===== src/rtl/run_sequencer_pkg.sv =====
// Shared types and default addresses for the run sequencer.
// The watchdog is enabled with RUN_SEQ_WATCHDOG_EN.
package run_seq_pkg;

    localparam logic [2:0] IDLE   = 3'd0;
    localparam logic [2:0] LOAD   = 3'd1;
    localparam logic [2:0] LAUNCH = 3'd2;
    localparam logic [2:0] RUN    = 3'd3;
    localparam logic [2:0] FETCH  = 3'd4;
    localparam logic [2:0] REPORT = 3'd5;

    typedef logic [2:0] state_t;
    typedef logic [1:0] byte_idx_t;

    localparam logic [7:0] A_ADDR_DEF   = 8'd0;
    localparam logic [7:0] B_ADDR_DEF   = 8'd64;
    localparam logic [7:0] RES_ADDR_DEF = 8'd94;

endpackage


===== src/rtl/run_sequencer_if.sv =====
// Job, core-control, data-memory and result signals of the run sequencer.
// master = sequencer side, slave = host/core/memory side.
interface run_sequencer_if;
    logic        job_valid;
    logic        job_ready;
    logic [15:0] op_a;
    logic [15:0] op_b;
    logic        start;
    logic        done;
    logic        mem_we;
    logic [7:0]  mem_addr;
    logic [7:0]  mem_wdata;
    logic [7:0]  mem_rdata;
    logic        res_valid;
    logic [31:0] result;
    logic [15:0] cycles;
    logic        timed_out;

    modport master (
        input  job_valid, op_a, op_b, done, mem_rdata,
        output job_ready, start, mem_we, mem_addr, mem_wdata,
        output res_valid, result, cycles, timed_out
    );

    modport slave (
        output job_valid, op_a, op_b, done, mem_rdata,
        input  job_ready, start, mem_we, mem_addr, mem_wdata,
        input  res_valid, result, cycles, timed_out
    );
endinterface


===== src/rtl/run_sequencer_sat_counter.sv =====
// 16-bit up counter with clear (priority) and enable, sticking at 0xFFFF.
module sat_counter (
    input  logic        clk_i,
    input  logic        rst_i,
    input  logic        clr_i,
    input  logic        en_i,
    output logic [15:0] cnt_o
);
    logic [15:0] cnt_q, cnt_d;

    always_comb begin
        cnt_d = cnt_q;
        if (clr_i)
            cnt_d = 16'd0;
        else if (en_i && cnt_q != 16'hFFFF)
            cnt_d = cnt_q + 16'd1;
    end

    always_ff @(posedge clk_i) begin
        if (rst_i) cnt_q <= 16'd0;
        else       cnt_q <= cnt_d;
    end

    assign cnt_o = cnt_q;
endmodule


===== src/rtl/run_sequencer.sv =====
// Loads operands into core memory, launches the core, times it, reads back the result.
// Optional run watchdog: define RUN_SEQ_WATCHDOG_EN.
module run_sequencer
    import run_seq_pkg::*;
#(
    parameter logic [7:0] A_ADDR       = A_ADDR_DEF,
    parameter logic [7:0] B_ADDR       = B_ADDR_DEF,
    parameter logic [7:0] RES_ADDR     = RES_ADDR_DEF,
    parameter int         START_CYCLES = 2,
    parameter int         TIMEOUT      = 4096
) (
    input logic             CLK,
    input logic             Reset,
    run_sequencer_if.master bus
);
    state_t      state_q, state_d;
    byte_idx_t   idx_q, idx_d;
    logic [15:0] opa_q, opb_q;
    logic [23:0] sh_q;
    logic [31:0] result_q;
    logic [15:0] cycles_q;
    logic        to_q;
    logic [15:0] cnt;
    logic        cnt_clr, cnt_en, to_hit;
    logic [15:0] op_sel;

    sat_counter u_cnt (
        .clk_i (CLK),
        .rst_i (Reset),
        .clr_i (cnt_clr),
        .en_i  (cnt_en),
        .cnt_o (cnt)
    );

`ifndef RUN_SEQ_WATCHDOG_EN
    logic unused_timeout;
    assign unused_timeout = (TIMEOUT == 0);
`endif

    always_comb begin
        state_d = state_q;
        idx_d   = idx_q;
        cnt_clr = 1'b0;
        cnt_en  = 1'b0;
        to_hit  = 1'b0;
        case (state_q)
            IDLE: begin
                idx_d = 2'd0;
                if (bus.job_valid) state_d = LOAD;
            end
            LOAD: begin
                idx_d = idx_q + 2'd1;
                if (idx_q == 2'd3) begin
                    state_d = LAUNCH;
                    cnt_clr = 1'b1;
                end
            end
            LAUNCH: begin
                cnt_en = 1'b1;
                if (cnt == 16'(START_CYCLES - 1)) begin
                    state_d = RUN;
                    cnt_clr = 1'b1;
                end
            end
            RUN: begin
                idx_d = 2'd0;
                if (bus.done) begin
                    state_d = FETCH;
                end else begin
                    cnt_en = 1'b1;
`ifdef RUN_SEQ_WATCHDOG_EN
                    if (cnt == 16'(TIMEOUT - 1)) begin
                        to_hit  = 1'b1;
                        state_d = REPORT;
                    end
`endif
                end
            end
            FETCH: begin
                idx_d = idx_q + 2'd1;
                if (idx_q == 2'd3) state_d = REPORT;
            end
            default: state_d = IDLE;
        endcase
    end

    always_ff @(posedge CLK) begin
        if (Reset) begin
            state_q  <= IDLE;
            idx_q    <= 2'd0;
            opa_q    <= 16'd0;
            opb_q    <= 16'd0;
            sh_q     <= 24'd0;
            result_q <= 32'd0;
            cycles_q <= 16'd0;
            to_q     <= 1'b0;
        end else begin
            state_q <= state_d;
            idx_q   <= idx_d;
            if (state_q == IDLE && bus.job_valid) begin
                opa_q <= bus.op_a;
                opb_q <= bus.op_b;
            end
            if (state_q == FETCH) begin
                case (idx_q)
                    2'd0: sh_q[7:0]   <= bus.mem_rdata;
                    2'd1: sh_q[15:8]  <= bus.mem_rdata;
                    2'd2: sh_q[23:16] <= bus.mem_rdata;
                    default: begin
                        result_q <= {bus.mem_rdata, sh_q};
                        cycles_q <= cnt;
                        to_q     <= 1'b0;
                    end
                endcase
            end
            // Watchdog abort reports the count including the final cycle.
            if (to_hit) begin
                result_q <= 32'd0;
                cycles_q <= cnt + 16'd1;
                to_q     <= 1'b1;
            end
        end
    end

    assign op_sel = idx_q[1] ? opb_q : opa_q;

    always_comb begin
        bus.mem_we    = 1'b0;
        bus.mem_addr  = 8'h00;
        bus.mem_wdata = 8'h00;
        unique case (1'b1)
            (state_q == LOAD): begin
                bus.mem_we    = 1'b1;
                bus.mem_addr  = (idx_q[1] ? B_ADDR : A_ADDR)
                              + {7'd0, idx_q[0]};
                bus.mem_wdata = idx_q[0] ? op_sel[15:8] : op_sel[7:0];
            end
            (state_q == FETCH): begin
                bus.mem_addr = RES_ADDR + {6'd0, idx_q};
            end
            default: ;
        endcase
    end

    assign bus.job_ready = (state_q == IDLE);
    assign bus.start     = (state_q == IDLE) || (state_q == LOAD)
                        || (state_q == LAUNCH);
    assign bus.res_valid = (state_q == REPORT);
    assign bus.result    = result_q;
    assign bus.cycles    = cycles_q;
    assign bus.timed_out = to_q;
endmodule

===== src/flat_wrapper.sv =====
// flat-port wrapper written by rule: the top's interface ports become plain ports
module run_sequencer_flat import run_seq_pkg::*;
#(
    parameter logic [7:0] A_ADDR       = A_ADDR_DEF,
    parameter logic [7:0] B_ADDR       = B_ADDR_DEF,
    parameter logic [7:0] RES_ADDR     = RES_ADDR_DEF,
    parameter int         START_CYCLES = 2,
    parameter int         TIMEOUT      = 4096
)
  (CLK, Reset, bus_job_valid, bus_op_a, bus_op_b, bus_done, bus_mem_rdata, bus_job_ready, bus_start, bus_mem_we, bus_mem_addr, bus_mem_wdata, bus_res_valid, bus_result, bus_cycles, bus_timed_out);
  run_sequencer_if bus_i ();
  input logic CLK;
  input logic Reset;
  input wire logic [$bits(bus_i.job_valid)-1:0] bus_job_valid;
  input wire logic [$bits(bus_i.op_a)-1:0] bus_op_a;
  input wire logic [$bits(bus_i.op_b)-1:0] bus_op_b;
  input wire logic [$bits(bus_i.done)-1:0] bus_done;
  input wire logic [$bits(bus_i.mem_rdata)-1:0] bus_mem_rdata;
  output wire logic [$bits(bus_i.job_ready)-1:0] bus_job_ready;
  output wire logic [$bits(bus_i.start)-1:0] bus_start;
  output wire logic [$bits(bus_i.mem_we)-1:0] bus_mem_we;
  output wire logic [$bits(bus_i.mem_addr)-1:0] bus_mem_addr;
  output wire logic [$bits(bus_i.mem_wdata)-1:0] bus_mem_wdata;
  output wire logic [$bits(bus_i.res_valid)-1:0] bus_res_valid;
  output wire logic [$bits(bus_i.result)-1:0] bus_result;
  output wire logic [$bits(bus_i.cycles)-1:0] bus_cycles;
  output wire logic [$bits(bus_i.timed_out)-1:0] bus_timed_out;
  assign bus_i.job_valid = bus_job_valid;
  assign bus_i.op_a = bus_op_a;
  assign bus_i.op_b = bus_op_b;
  assign bus_i.done = bus_done;
  assign bus_i.mem_rdata = bus_mem_rdata;
  assign bus_job_ready = bus_i.job_ready;
  assign bus_start = bus_i.start;
  assign bus_mem_we = bus_i.mem_we;
  assign bus_mem_addr = bus_i.mem_addr;
  assign bus_mem_wdata = bus_i.mem_wdata;
  assign bus_res_valid = bus_i.res_valid;
  assign bus_result = bus_i.result;
  assign bus_cycles = bus_i.cycles;
  assign bus_timed_out = bus_i.timed_out;
  run_sequencer #(.A_ADDR(A_ADDR), .B_ADDR(B_ADDR), .RES_ADDR(RES_ADDR), .START_CYCLES(START_CYCLES), .TIMEOUT(TIMEOUT)) u_core (.CLK(CLK), .Reset(Reset), .bus(bus_i));
endmodule

===== config.mk =====
export PLATFORM = sky130hd
export DESIGN_NAME = run_sequencer_flat
export DESIGN_NICKNAME = d
export VERILOG_FILES = /design/src/rtl/run_sequencer_pkg.sv /design/src/rtl/run_sequencer_if.sv /design/src/rtl/run_sequencer_sat_counter.sv /design/src/rtl/run_sequencer.sv /design/src/flat_wrapper.sv
export SDC_FILE = /design/constraint.sdc
export NUM_CORES = 1
export LEC_CHECK = 0
export ABC_AREA = 1
export CORE_MARGIN = 10
export CORE_UTILIZATION = 36
export CTS_CLUSTER_SIZE = 20
export DETAILED_ROUTE_END_ITERATION = 8
export MAX_ROUTING_LAYER = met4
export SYNTH_ARGS = -nofsm -noshare
export SYNTH_HDL_FRONTEND = slang
export SYNTH_SLANG_ARGS = --single-unit

===== constraint.sdc =====
create_clock -name CLK -period 2.3 [get_ports CLK]
set_input_delay 0.345 -clock CLK [delete_from_list [all_inputs] [get_ports CLK]]
set_output_delay 0.345 -clock CLK [all_outputs]
set_load 0.01 [all_outputs]

### Word-level counts from Yosys, hierarchy flattened

Index checks and enable logic that the tools add are counted.

* register bits: 125
* output and inout bits: 69
* logic and storage cells: 64

* add/subtract/negate cells: 4
* equal/unequal tests: 15
* mux-type cells: 18
* bitwise logic cells: 1
* reductions and logical operators: 16

Operator list (number)
* $add A16 B1 Y16 const B: 1
* $eq A16 B1 Y1 const B: 1
* $mux W16: 1
* $mux W8: 2
* $ne A16 B16 Y1 const B: 1
* $pmux W8 S2: 1
* $mux W3: 5
* $pmux W3 S5: 1
* $add A7 B2 Y8 const A: 1
* $add A8 B1 Y8: 1
* $reduce_and A2 Y1: 4
* $mux W7: 1
* $eq A3 B2 Y1 const B: 2
* $eq A3 B3 Y1 const B: 2
* $ne A2 B1 Y1 const B: 3
* $reduce_or A2 Y1: 3
* $reduce_and A5 Y1: 1
* $eq A2 B2 Y1 const B: 2
* $mux W1: 4
* $ne A2 B2 Y1 const B: 2
* $pmux W1 S2: 2
* $pmux W2 S2: 1
* $eq A3 B1 Y1 const B: 1
* $logic_not A3 Y1: 1
* other kinds (8): 10

### Logic depth before layout (Yosys ltp)

Gate-level depths: netlist (run 1).

* word-level depth: 4
* gate-level depth with buffers: 10

### Hierarchy

From an unflattened synthesis (run 1), not the netlist that was laid out.

* cells, all modules: 752
* area, all modules: 5574.1 µm²

Modules (own cells, without submodules)
* run_sequencer: times used 1, cells an instance 596, area an instance 4569.4 µm², seq. area each 2182.1 µm²
* sat_counter: times used 1, cells an instance 156, area an instance 1004.7 µm², seq. area each 320.3 µm²

### Worst setup path after synthesis (run 1)

No wires, ideal clock.

* path kind: reg2reg
* start: reg u_core.idx_q[0]
* end: reg u_core.sh_q[23]
* setup time: 144 ps
* arrival: 1632 ps
* required time: 2156 ps
* setup slack: 524 ps
* cell stages (with the launch flop): 9
* path buffers: 3
* cell sequence: dfxtp_1 clkbuf_1 inv_1 clkbuf_1 ha_1 clkbuf_1 nand2_1 nand2_1 a21oi_1

* cells in the longest elaborated chain, start to end: 2

Ends and longest elaborated chain
* start: declaration: line run_sequencer.sv:17 `byte_idx_t idx_q, idx_d;`
* start signal: assignment: line run_sequencer.sv:99 `idx_q <= idx_d;`
* $eq A2 B2 Y1: line run_sequencer.sv:105 `case (idx_q)`
* $reduce_and A2 Y1 (no source line)
* end signal: assignment: line run_sequencer.sv:108 `2'd2: sh_q[23:16] <= bus.mem_rdata;`
* end: declaration: line run_sequencer.sv:19 `logic [23:0] sh_q;`

No other way between the ends.
A chain may end at the register's enable or synchronous reset.

### Final worst setup path (run 1)

* start: reg u_core.state_q[0]
* end: out bus_mem_addr[0]

* cells in the longest elaborated chain, start to end: 2

Ends and longest elaborated chain
* start: declaration: line run_sequencer.sv:16 `state_t state_q, state_d;`
* start signal: assignment: line run_sequencer.sv:98 `state_q <= state_d;`
* $eq A3 B3 Y1 / $eq A3 B1 Y1 (equally long branches): line run_sequencer.sv:138, run_sequencer.sv:132
* $pmux W8 S2 (*): line run_sequencer.sv:131 `unique case (1'b1)`
* end: declaration: line flat_wrapper.sv:22 `output wire logic [$bits(bus_i.mem_addr)-1:0] bus_mem_addr;`

Mark *: on every way between the ends. The rest lies on a longest branch, timed or not.

==> metrics, run 1 <==
DP Wirelength=around 11000 um; core area=between 15000 and 20000 um2; Simple-Gate Fraction of Synth Area=between 20% and 30%; Max Fclk=453 MHz; 1st-pass router iterations=5; DRT Wirelength=~16000 um; Max Fanout on Critical Path=9; setup_tns=0 ps; Post-Synthesis Cells=roughly 750; Critical Path AT=around 1900 ps; area of the die=between 20000 and 25000 um2; Synth Area in XOR/XNOR=approximately 1.1%; Worst slew margin=62.3%; most frequent cells in the layout=167 x nand2_1, 136 x a21oi_1, 121 x dfxtp_1; GP Congestion=between 0.9 and 1; layout cells sized above 1=a little over a tenth; Initial DRC Count=between 300 and 400; Die W=144 um; Synth Area per Inst=between 7 and 8 um2; H-tree levels=4; dpl cell area=roughly 6700 um2; nets@finish=~890; vias per inst=5.00; power per cell area=around 900 nW/um2; Worst-Margin Slew=565 ps; MaxCap Viol Count=0; global-route wire length before repair=between 20000 and 30000 um; largest net degree at the start of global routing=54; CTS Buf Count=17; grt total ovfl=0; status=finished, final reports clean; final setup fails=0; kind of start point of the critical path=flop; mux contribution to synthesized area=0%; initial antenna violation count=1; Rows=45; area grow syn2layout=33.4%; Post-Synth Adder-Cell Area=about 1.6%; vias in the first global route=about 4.7k; post-route design area=approximately 7400 um2; crit path capture type=primary output; RSZ-0062 raised after global routing=false; post-synthesis register bit count=125; Clock Pin Slew Worst Setup and Hold Paths=around 60 ps; Cell variety after synth=31; clock buffer depth=2; yosys warns=0; Clk Latency, worst-skew pair=between 400 and 500 ps; slack of the critical path=slightly above 90 ps; Die H=between 100 and 150 um; post-synthesis compound-gate area fraction=17.7%; via count=roughly 5.2k; reg2reg path depth=7; Clock Skews=about 7.5 ps; commonest non-fill, non-tap cell in the layout=nand2_1; Post-Place Setup Slack=between 200 and 250 ps; DRC=0; ANT nets after route=0; GRT Util Overall=between 10% and 20%; Synth Cell Area=5540 um2; Period minus WS final=2210 ps; max-slew violations=0; WL per Instance=15.4 um; crit path kind=reg -> out; number of primary I/O pins=113; sequential element share of the synthesized area=between 40 and 50%; Final Cycle Share=approximately 96%; initial core utilization=36.6%; largest family of logic cells by synthesized area=simple AND/OR/NAND/NOR gates; CTS tree=built; I/O Buffers=110; final hold slack=around 350 ps; Worst VDD drop=slightly above 0.5 mV; Worst Hold Depth=2; Fin. Hold Viols=0; leakage=0.00259 uW; Critical Path RT=1960 ps; HP Class=in -> reg; Sink Count=125; Root Driver=clkbuf_16; cts hold-fix bufs=0
[cells by family after synthesis]
| logic type | Yosys count |
|---|---|
| compound gates | 175 |
| simple gates | 331 |
| flops | 125 |
| xor+xnor | 7 |
| other cells | 1 |
| fa+ha+maj | 7 |
| buf+inv | 100 |
[cells in the mapped netlist]
cell	n	area, um2
clkinv_1	1	3.75
and2_1	1	6.26
buf_4	14	105
dfxtp_1	125	2500
nand3_2	2	20.0
nand3b_1	1	7.51
xor2_1	7	61.3
a21oi_1	136	681
inv_1	34	128
nor2_1	41	154
nor2_4	1	11.3
nor2_2	2	12.5
ha_1	7	87.6
buf_2	13	65.1
o21ai_0	19	95.1
o21ai_1	2	10.0
a211oi_1	6	45.0
nor3_4	1	16.3
clkbuf_1	31	116
nand2_2	2	12.5
o21ai_4	1	16.3
nor3b_1	1	7.51
nand2_1	167	627
nor3_1	1	5.00
o21ai_2	1	8.76
a211oi_2	10	125
inv_2	5	18.8
nand3_1	105	526
nand4_1	6	37.5
buf_6	2	22.5
conb_1	1	3.75
[flip-flops by register name, indices dropped and copies added, names as in the netlist]
name                flops
u_core.bus.cycles      16
u_core.bus.result      32
u_core.idx_q            2
u_core.opa_q           16
u_core.opb_q           16
u_core.sh_q            24
u_core.state_q          3
u_core.u_cnt.cnt_o     16
[worst max-delay path: stages (launching register included)]
cell and delay (ps):
dfxtp_2 390, nor2_4 170, nand2_2 150, a21oi_1 170, clkdlybuf4s50_1 560
[final timing paths]
check	from	end	slack, ps
worst max-delay path	u_core.state_q[0]	bus_mem_addr[0]	90
worst min-delay path	Reset	u_core.sh_q[17]	350
worst max register to register	u_core.idx_q[0]	u_core.sh_q[5]	530
worst min register to register	u_core.bus.result[14]	u_core.bus.result[14]	460
[area by class of cell]
| cell class | instances | area [um2] |
|---|---|---|
| inverter | 40 | 154 |
| clock buffer | 19 | 453 |
| fill | 1484 | 7760 |
| antenna | 1 | 2.50 |
| sequential | 125 | 2510 |
| clock inverter | 13 | 140 |
| multi-input combinational | 522 | 2600 |
| tap | 188 | 235 |
| timing repair buffer | 136 | 1290 |
[where the power goes]
group / total [uW] / switching [uW] / internal, uW
clock: 2640 / 991 / 1650
sequential: 2470 / 136 / 2340
combinational: 1560 / 954 / 601
total: 6670 / 2080 / 4590
[per-stage QoR]
step	cells	total power, uW	util [%]
6_report	1044	6670	48.8
5_1_grt	1044	6990	48.8
4_1_cts	1040	6690	48.6
3_5_place_dp	1005	3990	44.4
3_3_place_gp	1005	3980	44.4
2_1_floorplan	747	3500	-
[layer usage]
metal,vias to the layer above,GRT usage (%),routed length [um]
li1,2685,-,-
met1,2433,20.4,7690
met2,84,24.0,7500
met3,16,3.97,733
met4,0,5.27,184
met5,-,-,0
[timing repair]
| item | 4_1_cts | 5_1_grt |
|---|---|---|
| resized for setup | 16 | 5 |
| endpoints found under the setup margin | 15 | 7 |
| pin swaps | 0 | 1 |
| setup buffers | 3 | 3 |
Note: power is estimated with default switching activity, not from simulation.
==> run 2, diff against run 1 <==
--- a/config.mk
+++ b/config.mk
@@ -10,6 +10,7 @@
 export CORE_UTILIZATION = 36
 export CTS_CLUSTER_SIZE = 20
 export DETAILED_ROUTE_END_ITERATION = 8
+export HOLD_SLACK_MARGIN = 0.02
 export MAX_ROUTING_LAYER = met4
 export SYNTH_ARGS = -nofsm -noshare
 export SYNTH_HDL_FRONTEND = slang
==> results of run 2 <==
No change in the layout: final DEF, timing and power equal those of run 1.
